`src/rtl/fetch_flow_controller.sv`:
```
// fetch_flow_controller
//   Sequencing FSM for the instruction-fetch stage. Decides, cycle by cycle,
//   when the PC is frozen and when it is redirected (jump target, interrupt
//   vector, call target, popped return address), and drives the two 16-bit
//   stack-transfer phases that move the 32-bit PC to/from the data stack.
//
// Ports
//   clk, rst          clock, asynchronous active-low reset
//   intr_req          external INTR level (rising edge detected internally)
//   call_dec, ret_dec, rti_dec, jump_taken   one-cycle event pulses
//   imm_fetch         current fetch word carries an immediate
//   mem_busy          memory stage owns the data memory this cycle
//   freeze_pc .. intr_ack   Moore strobes toward the PC/stack logic
//   state_dbg         current FSM state, for observation only
//
// Strobe semantics: there is no valid/ready handshake. Every input event is
// a one-cycle pulse sampled only in IDLE; every output is a registered decode
// of the FSM state, valid for exactly the cycles the FSM spends in that state.
module fetch_flow_controller #(
  parameter int DRAIN_MAX = 4
) (
  input  logic       clk,
  input  logic       rst,
  input  logic       intr_req,
  input  logic       call_dec,
  input  logic       ret_dec,
  input  logic       rti_dec,
  input  logic       jump_taken,
  input  logic       imm_fetch,
  input  logic       mem_busy,
  output logic       freeze_pc,
  output logic       flush_fd,
  output logic       pc_to_stack,
  output logic       push_half,
  output logic       pop_req,
  output logic       write_popped_pc,
  output logic       take_intr,
  output logic       take_call,
  output logic       stall_jump,
  output logic       flags_restore,
  output logic       intr_ack,
  output logic [3:0] state_dbg
);

  typedef enum logic [3:0] {
    IDLE, JUMP, DRAIN, PUSH_L, PUSH_H, VEC,
    CALL_L, CALL_H, CALL_GO, POP_H, POP_L, POP_LOAD
  } state_t;

  localparam int CW = (DRAIN_MAX > 1) ? $clog2(DRAIN_MAX) : 1;
  localparam logic [CW-1:0] DRAIN_LAST = CW'(DRAIN_MAX - 1);

  state_t          state;
  state_t          next_state;
  logic            next_is_rti;
  logic            intr_q;
  logic            pending;
  logic            is_rti;
  logic [CW-1:0]   drain_cnt;

  assign state_dbg = state;

  always_comb begin
    next_state  = state;
    next_is_rti = is_rti;
    case (state)
      IDLE: begin
        if (ret_dec || rti_dec) begin
          next_state  = POP_H;
          next_is_rti = rti_dec;
        end else if (call_dec) begin
          next_state = CALL_L;
        end else if (jump_taken) begin
          next_state = JUMP;
        end else if (pending && !imm_fetch) begin
          // Never break an instruction from its immediate word.
          next_state = DRAIN;
        end
      end
      JUMP:     next_state = IDLE;
      // Wait for the data memory, but never longer than DRAIN_MAX cycles.
      DRAIN:    if (!mem_busy || drain_cnt == DRAIN_LAST) next_state = PUSH_L;
      PUSH_L:   next_state = PUSH_H;
      PUSH_H:   next_state = VEC;
      VEC:      next_state = IDLE;
      CALL_L:   next_state = CALL_H;
      CALL_H:   next_state = CALL_GO;
      CALL_GO:  next_state = IDLE;
      POP_H:    next_state = POP_L;
      POP_L:    next_state = POP_LOAD;
      POP_LOAD: next_state = IDLE;
      default:  next_state = IDLE;
    endcase
  end

  // Outputs are registered from next_state, so each one equals a decode of
  // the state register while never seeing an input combinationally.
  always_ff @(posedge clk or negedge rst) begin
    if (!rst) begin
      state           <= IDLE;
      intr_q          <= 1'b0;
      pending         <= 1'b0;
      is_rti          <= 1'b0;
      drain_cnt       <= '0;
      freeze_pc       <= 1'b0;
      flush_fd        <= 1'b0;
      pc_to_stack     <= 1'b0;
      push_half       <= 1'b0;
      pop_req         <= 1'b0;
      write_popped_pc <= 1'b0;
      take_intr       <= 1'b0;
      take_call       <= 1'b0;
      stall_jump      <= 1'b0;
      flags_restore   <= 1'b0;
      intr_ack        <= 1'b0;
    end else begin
      state  <= next_state;
      is_rti <= next_is_rti;
      intr_q <= intr_req;

      // Clear on VEC entry wins: an edge arriving then is absorbed.
      if (next_state == VEC)             pending <= 1'b0;
      else if (intr_req && !intr_q)      pending <= 1'b1;

      if (state == DRAIN && next_state == DRAIN) drain_cnt <= drain_cnt + 1'b1;
      else                                       drain_cnt <= '0;

      freeze_pc       <= next_state inside {DRAIN, PUSH_L, PUSH_H, CALL_L,
                                            CALL_H, POP_H, POP_L};
      flush_fd        <= (next_state != IDLE);
      pc_to_stack     <= next_state inside {PUSH_L, PUSH_H, CALL_L, CALL_H};
      push_half       <= next_state inside {PUSH_H, CALL_H, POP_H};
      pop_req         <= next_state inside {POP_H, POP_L};
      write_popped_pc <= (next_state == POP_LOAD);
      take_intr       <= (next_state == VEC);
      take_call       <= (next_state == CALL_GO);
      stall_jump      <= (next_state == JUMP);
      flags_restore   <= (next_state == POP_LOAD) && next_is_rti;
      intr_ack        <= (next_state == VEC);
    end
  end

endmodule

```
`config.mk`:
```
export PLATFORM = sky130hd
export DESIGN_NAME = fetch_flow_controller
export DESIGN_NICKNAME = d
export VERILOG_FILES = /design/src/rtl/fetch_flow_controller.sv
export SDC_FILE = /design/constraint.sdc
export NUM_CORES = 1
export LEC_CHECK = 0
export CORE_UTILIZATION = 47
export CTS_CLUSTER_SIZE = 16
export DETAILED_ROUTE_END_ITERATION = 10
export GPL_TIMING_DRIVEN = 0
export PLACE_DENSITY = 0.78
export SLEW_MARGIN = 0
export SYNTH_ARGS = -nofsm -noshare
export SYNTH_HDL_FRONTEND = slang
export SYNTH_SLANG_ARGS = --single-unit
```
`constraint.sdc`:
```
create_clock -name clk -period 1.8 [get_ports clk]
set_clock_uncertainty 0.15 [all_clocks]
set_input_delay 0.45 -clock clk [delete_from_list [all_inputs] [get_ports clk]]
set_output_delay 0.45 -clock clk [all_outputs]
set_load 0.05 [all_outputs]
```
==> impl_metrics.tcl, run 1 <==
set metrics [dict create \
    postLayoutSetupSlackWorst_ps 16.4 \
    synthCells 86 \
    worst_slew_pin_slew_ps 809 \
    dr.first_iter.drc_count 32 \
    detail-route-antenna-nets 0 \
    grt_usage_pct 20.0 \
    fmax_mhz 561 \
    cellLeakagePower_nw 0.565 \
    finalHoldViolations 0 \
    critical_path_required_ps 1200 \
    timing.critical_path.buf_inv 1 \
    run_status "finished clean" \
    timing.max_cap.violations 0 \
    layout.core_utilization_pct 68.5 \
    synth_top_cell_area_share_pct 51.8 \
    clk_pin_slew_ps 100 \
    drc 0 \
    cts_num_sinks 19 \
    die_area_sq_um 2130 \
    grt_start_max_net_pins 20 \
    most_common_cell_after_layout_fill_and_taps_aside "sky130_fd_sc_hd__dfrtp_1" \
    first_pass_grt_wire_length_mm 2.94 \
    total_vias_in_the_final_route 742 \
    setup_repair_after_global_routing_missed_its_margin "yes" \
    timing.max_slew.rel_slack_pct 45.9 \
    grt_antenna_before_repair 0 \
    drive_gt1_share_pct 23.7 \
    ios 24 \
    dieHeight_microns 46.2 \
    firstDrtPassIters 4 \
    synth.lib_cells_used.distinct 36 \
    core_region_area_sq_um 1780 \
    worst_hold_path_type "register to register" \
    synth_seq_cells 19 \
    layout-area-overhead-vs-synth_pct 33.0 \
    place_inst 134 \
    yosys.area.top_type "sky130_fd_sc_hd__dfrtp_1" \
    initial_core_util_pct 51.5 \
    synthesis.nets 96 \
    dp.final_hpwl_mm 1.37 \
    routabilityCongestion 0.820 \
    synth.area.top_cells "sky130_fd_sc_hd__dfrtp_1 (52%), sky130_fd_sc_hd__nand2b_1 (3.4%), sky130_fd_sc_hd__nor2_1 (2.9%)" \
    critPathLaunchType "register" \
    finalWorstPathRequiredPeriod_ps 1780 \
    synth-edff-count 0 \
    post_drt_wl_per_cell_microns 12.9 \
    root_buffer "sky130_fd_sc_hd__clkbuf_4" \
    cts_tree "built" \
    clock_path_buffers 2 \
    final_count_of_pins_violating_max_slew 0 \
    synth_seq_area_share_pct 51.8 \
    most-common-layout-cells "sky130_fd_sc_hd__dfrtp_1 (16), sky130_fd_sc_hd__dlygate4sd2_1 (12), sky130_fd_sc_hd__nor2_1 (6), sky130_fd_sc_hd__a21oi_1 (5)" \
    power.ir.vdd_worst_uv 1370 \
    finalWirelength_mm 1.80 \
    crit_path_max_incr_delay_ps 490 \
    clock_tree.htree_level_count 1 \
    endpoint_kind "output pin" \
    port_buffers 23 \
    die-width_microns 46.2 \
    yosysWarnings 0 \
    first_global_vias 675 \
    crit_slowest_cell "sky130_fd_sc_hd__dfrtp_1" \
    timing.critical_path.arrival_ps 1180 \
    finalCritPeriodShare_pct 99.1 \
    crit_path_max_fanout 8 \
    async_reset_ff_share_pct 100 \
    synthesis.area_sq_um 918 \
    final_nets 125 \
    row_count 15 \
    vias_per_cell 5.34 \
    postSynth.topFlopCell "sky130_fd_sc_hd__dfrtp_1" \
    timing.critical_path.cells "clkdlybuf4s18_2" \
    globalRoute.totalOverflow 0 \
    dp_slack_ps -441 \
    worst-setup-path-type "register to output pin" \
    final_cells 139 \
    worst_path_dominant_cell_family "flip-flops" \
    cts-buffers-inserted 3 \
    synth_area_per_cell_sq_um 10.7 \
    clock_insertion_delay_worst_skew_ps 290 \
    cellPowerDensity_nw_per_um2 1850 \
    timing.final.setup_violations 0 \
    antennaDiodeCount 0 \
]
==> state kept, by name (all words and copies together) (netlist names) <==
name             cells
push_half            1
write_popped_pc      1
state_dbg            4
stall_jump           1
take_call            1
flush_fd             1
is_rti               1
pc_to_stack          1
freeze_pc            1
intr_ack             1
intr_q               1
flags_restore        1
pending              1
pop_req              1
drain_cnt            2
==> through the flow <==
step | hold slack (ps) | instance area [sq um] | power, mW | setup TNS (ps)
final | 302 | 1220 | 2.26 | 0
after detailed placement | 299 | 1180 | 2.09 | -2550
after global routing | 319 | 1220 | 2.41 | -147
after CTS | 313 | 1200 | 2.23 | 0
after floorplan | 4.41 | 922 | 1.69 | 0
after global placement | 281 | 1180 | 2.05 | -2220
==> kinds of logic (layout without fill, tap and decap cells) <==
logic type | Yosys count | after routing | share of synthesized area, %
AO/OA/AOI/OAI | 21 | 21 | 17.4
buffers and inverters | 10 | 38 | 5.59
flip-flops | 19 | 19 | 51.8
AND/OR/NAND/NOR | 33 | 33 | 21.8
multiplexers | 1 | 1 | 1.09
adder cells (fa/ha/maj) | 1 | 1 | 1.36
XOR/XNOR | 1 | 1 | 0.954
==> final cells by class <==
type / count / area (sq um)
multi-input combinational: 57 / 412
timing repair buffer: 24 / 221
clock buffer: 4 / 26.3
sequential: 19 / 479
buffer: 5 / 27.5
inverter: 5 / 23.8
fill: 150 / 562
tap: 25 / 31.3
==> what timing repair did <==
action | CTS | global route
setup endpoints to repair | 18 | 8
resized for setup | 29 | 8
pin swaps | 0 | 2
hold endpoints to repair | 0 | 0
hold buffers | 0 | 0
setup buffers | 0 | 1
==> final timing paths <==
path                                   start       endpoint  depth (start not counted)  slack [ps]
worst min register to register  drain_cnt[0]   drain_cnt[0]                          1         300
min in group asynchronous                rst      take_call                          1         470
worst max register to register  state_dbg[3]  flags_restore                          6          50
worst max-delay path            state_dbg[0]   state_dbg[0]                          1          20
max in group asynchronous                rst   state_dbg[3]                          1         470
worst min-delay path            drain_cnt[0]   drain_cnt[0]                          1         300
==> cells in the mapped netlist (all sizes together), types with 2 or more instances <==
cell type	n
a21oi	5
buf	5
nor2	7
o211ai	3
and2	2
nor2b	3
nand2	3
inv	4
dfrtp	19
o21ai	3
nor3	3
nand2b	6
nor4	3
o21bai	2
==> power breakdown <==
part	internal [mW]	switching, mW	total [mW]
registers	0.569	0.0812	0.651
clock network	0.0860	0.118	0.204
logic	0.492	0.913	1.40
total	1.15	1.11	2.26
==> routing by layer <==
metal	vias to the layer above	GRT usage [%]	wire length [microns]
li1	357	-	-
met1	344	27.3	705
met2	37	32.7	947
met3	4	2.35	126
met4	0	7.06	17
met5	-	0	0
Note: power is estimated with default switching activity, not from simulation.
==> run 2, diff against run 1 <==
Settings changed: ABC_AREA set to 1, CORE_UTILIZATION 47 to 42, PLACE_DENSITY 0.78 to 0.73.
Clock period 1.8 ns to 1.6 ns, I/O delays scaled along.
==> run 2 against run 1 <==
  * Combinational power decreased by 4%
  * Core utilization shrank 8.8 points
  * Sequential cell count unchanged
  * Sequential power up 13%
  * First-iteration DRC count decreased by 63%
  * Worst hold slack got worse by 10 ps
  * Critical path type unchanged
  * Highest routed layer unchanged
==> impl_metrics.tcl, run 2 <==
set metrics [dict create \
    synth.area.top_cells "sky130_fd_sc_hd__dfrtp_1 (51%), sky130_fd_sc_hd__nand2_1 (12%), sky130_fd_sc_hd__inv_1 (7.7%)" \
    global_route.usage.met3_pct 3.12 \
    antennaDiodeCount 0 \
    crit_path_max_fanout 1 \
    timing.final.setup_violations 0 \
    port_buffers 23 \
    timing.critical_path.arrival_ps 1020 \
    synth_top_cell_area_share_pct 51.3 \
    synth_area_per_cell_sq_um 8.13 \
    synthCells 114 \
    first_pass_grt_wire_length_mm 3.19 \
    met1_usage_pct 21.6 \
    place_inst 164 \
    synth_seq_area_share_pct 51.3 \
    setup.reg_to_reg.worst_slack_ps 130 \
    first_global_vias 770 \
    drive_gt1_share_pct 31.2 \
    ctsHoldBuffers 0 \
    worst-setup-path-type "register to output pin" \
    async_reset_ff_share_pct 100 \
    ios 24 \
    cts-buffers-inserted 3 \
    endpoint_kind "output pin" \
    setup.worst_path.end "flush_fd" \
    synth_seq_cells 19 \
    grt.busiest_layer "met2" \
    run_status "finished clean" \
    final_count_of_pins_violating_max_slew 0 \
    grt_use_met2_pct 29.9 \
    finalHoldViolations 0 \
    total_vias_in_the_final_route 806 \
    fin_setup_tns_ps 0 \
    final_cells 168 \
    finalWorstPathRequiredPeriod_ps 1570 \
    power.ir.vdd_worst_uv 1120 \
    crit_slowest_cell "sky130_fd_sc_hd__dfrtp_1" \
    worst_hold_path_type "register to register" \
    finalWirelength_mm 1.80 \
    die-width_microns 49.0 \
    cts_tree "built" \
    postSynth.topFlopCell "sky130_fd_sc_hd__dfrtp_1" \
    synthMostInstantiatedCell "sky130_fd_sc_hd__nand2_1" \
    most-common-layout-cells "sky130_fd_sc_hd__nand2_1 (29), sky130_fd_sc_hd__inv_1 (17), sky130_fd_sc_hd__dfrtp_1 (15), sky130_fd_sc_hd__nand3_1 (11), sky130_fd_sc_hd__nor2_1 (10)" \
    yosysWarnings 0 \
    drc 0 \
    worstRegToRegCells 8 \
    largest_reg_flops 4 \
    cts_num_sinks 19 \
    dp_slack_ps -291 \
    synth.lib_cells_used.distinct 18 \
    detail-route-antenna-nets 0 \
    timing.critical_path.depth 1 \
    routabilityCongestion 0.838 \
    fmax_mhz 639 \
    final_nets 152 \
    dp.final_hpwl_mm 1.39 \
    timing.max_cap.violations 0 \
    timing.hold.ws_ps 292 \
    rr_endpoint "flush_fd" \
    synthesis.nets 124 \
    grt_start_max_net_pins 20 \
    cellLeakagePower_nw 0.668 \
    worst_slew_pin_slew_ps 839 \
    clock_path_buffers 2 \
    timing.critical_path.cells "clkdlybuf4s15_2" \
    most_common_cell_after_layout_fill_and_taps_aside "sky130_fd_sc_hd__nand2_1" \
    critPathLaunchType "register" \
    dr.first_iter.drc_count 12 \
    vias_per_cell 4.80 \
    layout-area-overhead-vs-synth_pct 30.1 \
    cellPowerDensity_nw_per_um2 1940 \
    synth-edff-count 0 \
    dieHeight_microns 49.0 \
    post_drt_wl_per_cell_microns 10.7 \
    synthesis.area_sq_um 927 \
    postLayoutSetupSlackWorst_ps 34.2 \
    r2r-start "state_dbg[2]" \
    timing.critical_path.buf_inv 1 \
    die_area_sq_um 2400 \
    crit_path_max_incr_delay_ps 380 \
    setup_repair_after_global_routing_missed_its_margin "yes" \
    firstDrtPassIters 4 \
    worst_path_dominant_cell_family "flip-flops" \
    grt_usage_pct 17.7 \
    initial_core_util_pct 45.9 \
    globalRoute.totalOverflow 0 \
    critical_path_required_ps 1050 \
    timing.max_slew.rel_slack_pct 43.9 \
    root_buffer "sky130_fd_sc_hd__clkbuf_4" \
    clock_tree.htree_level_count 1 \
    finalCritPeriodShare_pct 97.9 \
    core_region_area_sq_um 2020 \
    row_count 16 \
    clk_pin_slew_ps 110 \
    grt_antenna_before_repair 0 \
    synth_commonest_cells "sky130_fd_sc_hd__nand2_1 (30), sky130_fd_sc_hd__dfrtp_1 (19), sky130_fd_sc_hd__inv_1 (19), sky130_fd_sc_hd__nand3_1 (11), sky130_fd_sc_hd__nor2_1 (10)" \
    yosys.area.top_type "sky130_fd_sc_hd__dfrtp_1" \
    clock_insertion_delay_worst_skew_ps 300 \
    startpoint "flush_fd" \
]
## run 2: cell count changes after synthesis, sizes merged, moves of 4 or more
cell    before  now
inv          4   21
buf          5    1
nand2b       6    0
nand3        0   12
nor2         7   16
nand2        3   35
## run 2: timing repair
item / 4_1_cts / 5_1_grt
buffers inserted: 0 / 0
cloned: 0 / 0
pin swaps: 0 / 1
endpoints found under the hold margin: 0 / 0
setup endpoints to repair: 15 / 10
gates resized for setup: 55 / 14
## run 2: report_power, final
part	switching (mW)	internal [mW]
sequential	0.0973	0.639
combinational	0.968	0.384
clock	0.149	0.0973
total	1.21	1.12
## run 2: final cells by class
class	count	area (sq um)
flip-flops and latches	19	480
multi-input cells	73	373
inverters	21	78.8
fillers	204	816
plain buffers	1	7.51
well taps	27	33.8
clock buffers	4	26.3
repair buffers	23	206
## run 2: cell families after synthesis
logic type                 share of synthesized area, %
buffers and inverters                              9.31
adders and majority gates                          1.35
and+or+nand+nor                                    33.9
DFF                                                51.3
AOI/OAI and AO/OA                                  4.18
## run 2: per-layer routing
| layer | wire length, microns | vias up |
|---|---|---|
| met1 | 806 | 374 |
| met2 | 853 | 28 |
| li1 | - | 399 |
| met5 | 0 | - |
| met3 | 97 | 5 |
| met4 | 40 | 0 |
## run 2: worst min path at each step
stage	depth (start not counted)	startpoint	endpoint	slack (ps)
6_report	1	drain_cnt[0]	drain_cnt[0]	290
5_1_grt	1	drain_cnt[0]	drain_cnt[0]	310
4_1_cts	1	drain_cnt[0]	drain_cnt[0]	300
3_5_place_dp	1	drain_cnt[0]	drain_cnt[0]	290
3_3_place_gp	1	drain_cnt[0]	drain_cnt[0]	270
2_1_floorplan	0	rst	drain_cnt[0]	-50
## run 2: stage by stage
stage               power [mW]  util (%)  cell area, sq um
finish                    2.33      59.7              1210
global route              2.51      59.7              1210
CTS                       2.35      59.8              1210
detailed placement        2.16      59.2              1200
global placement          2.14      59.2              1200
floorplan                 1.76         -               932
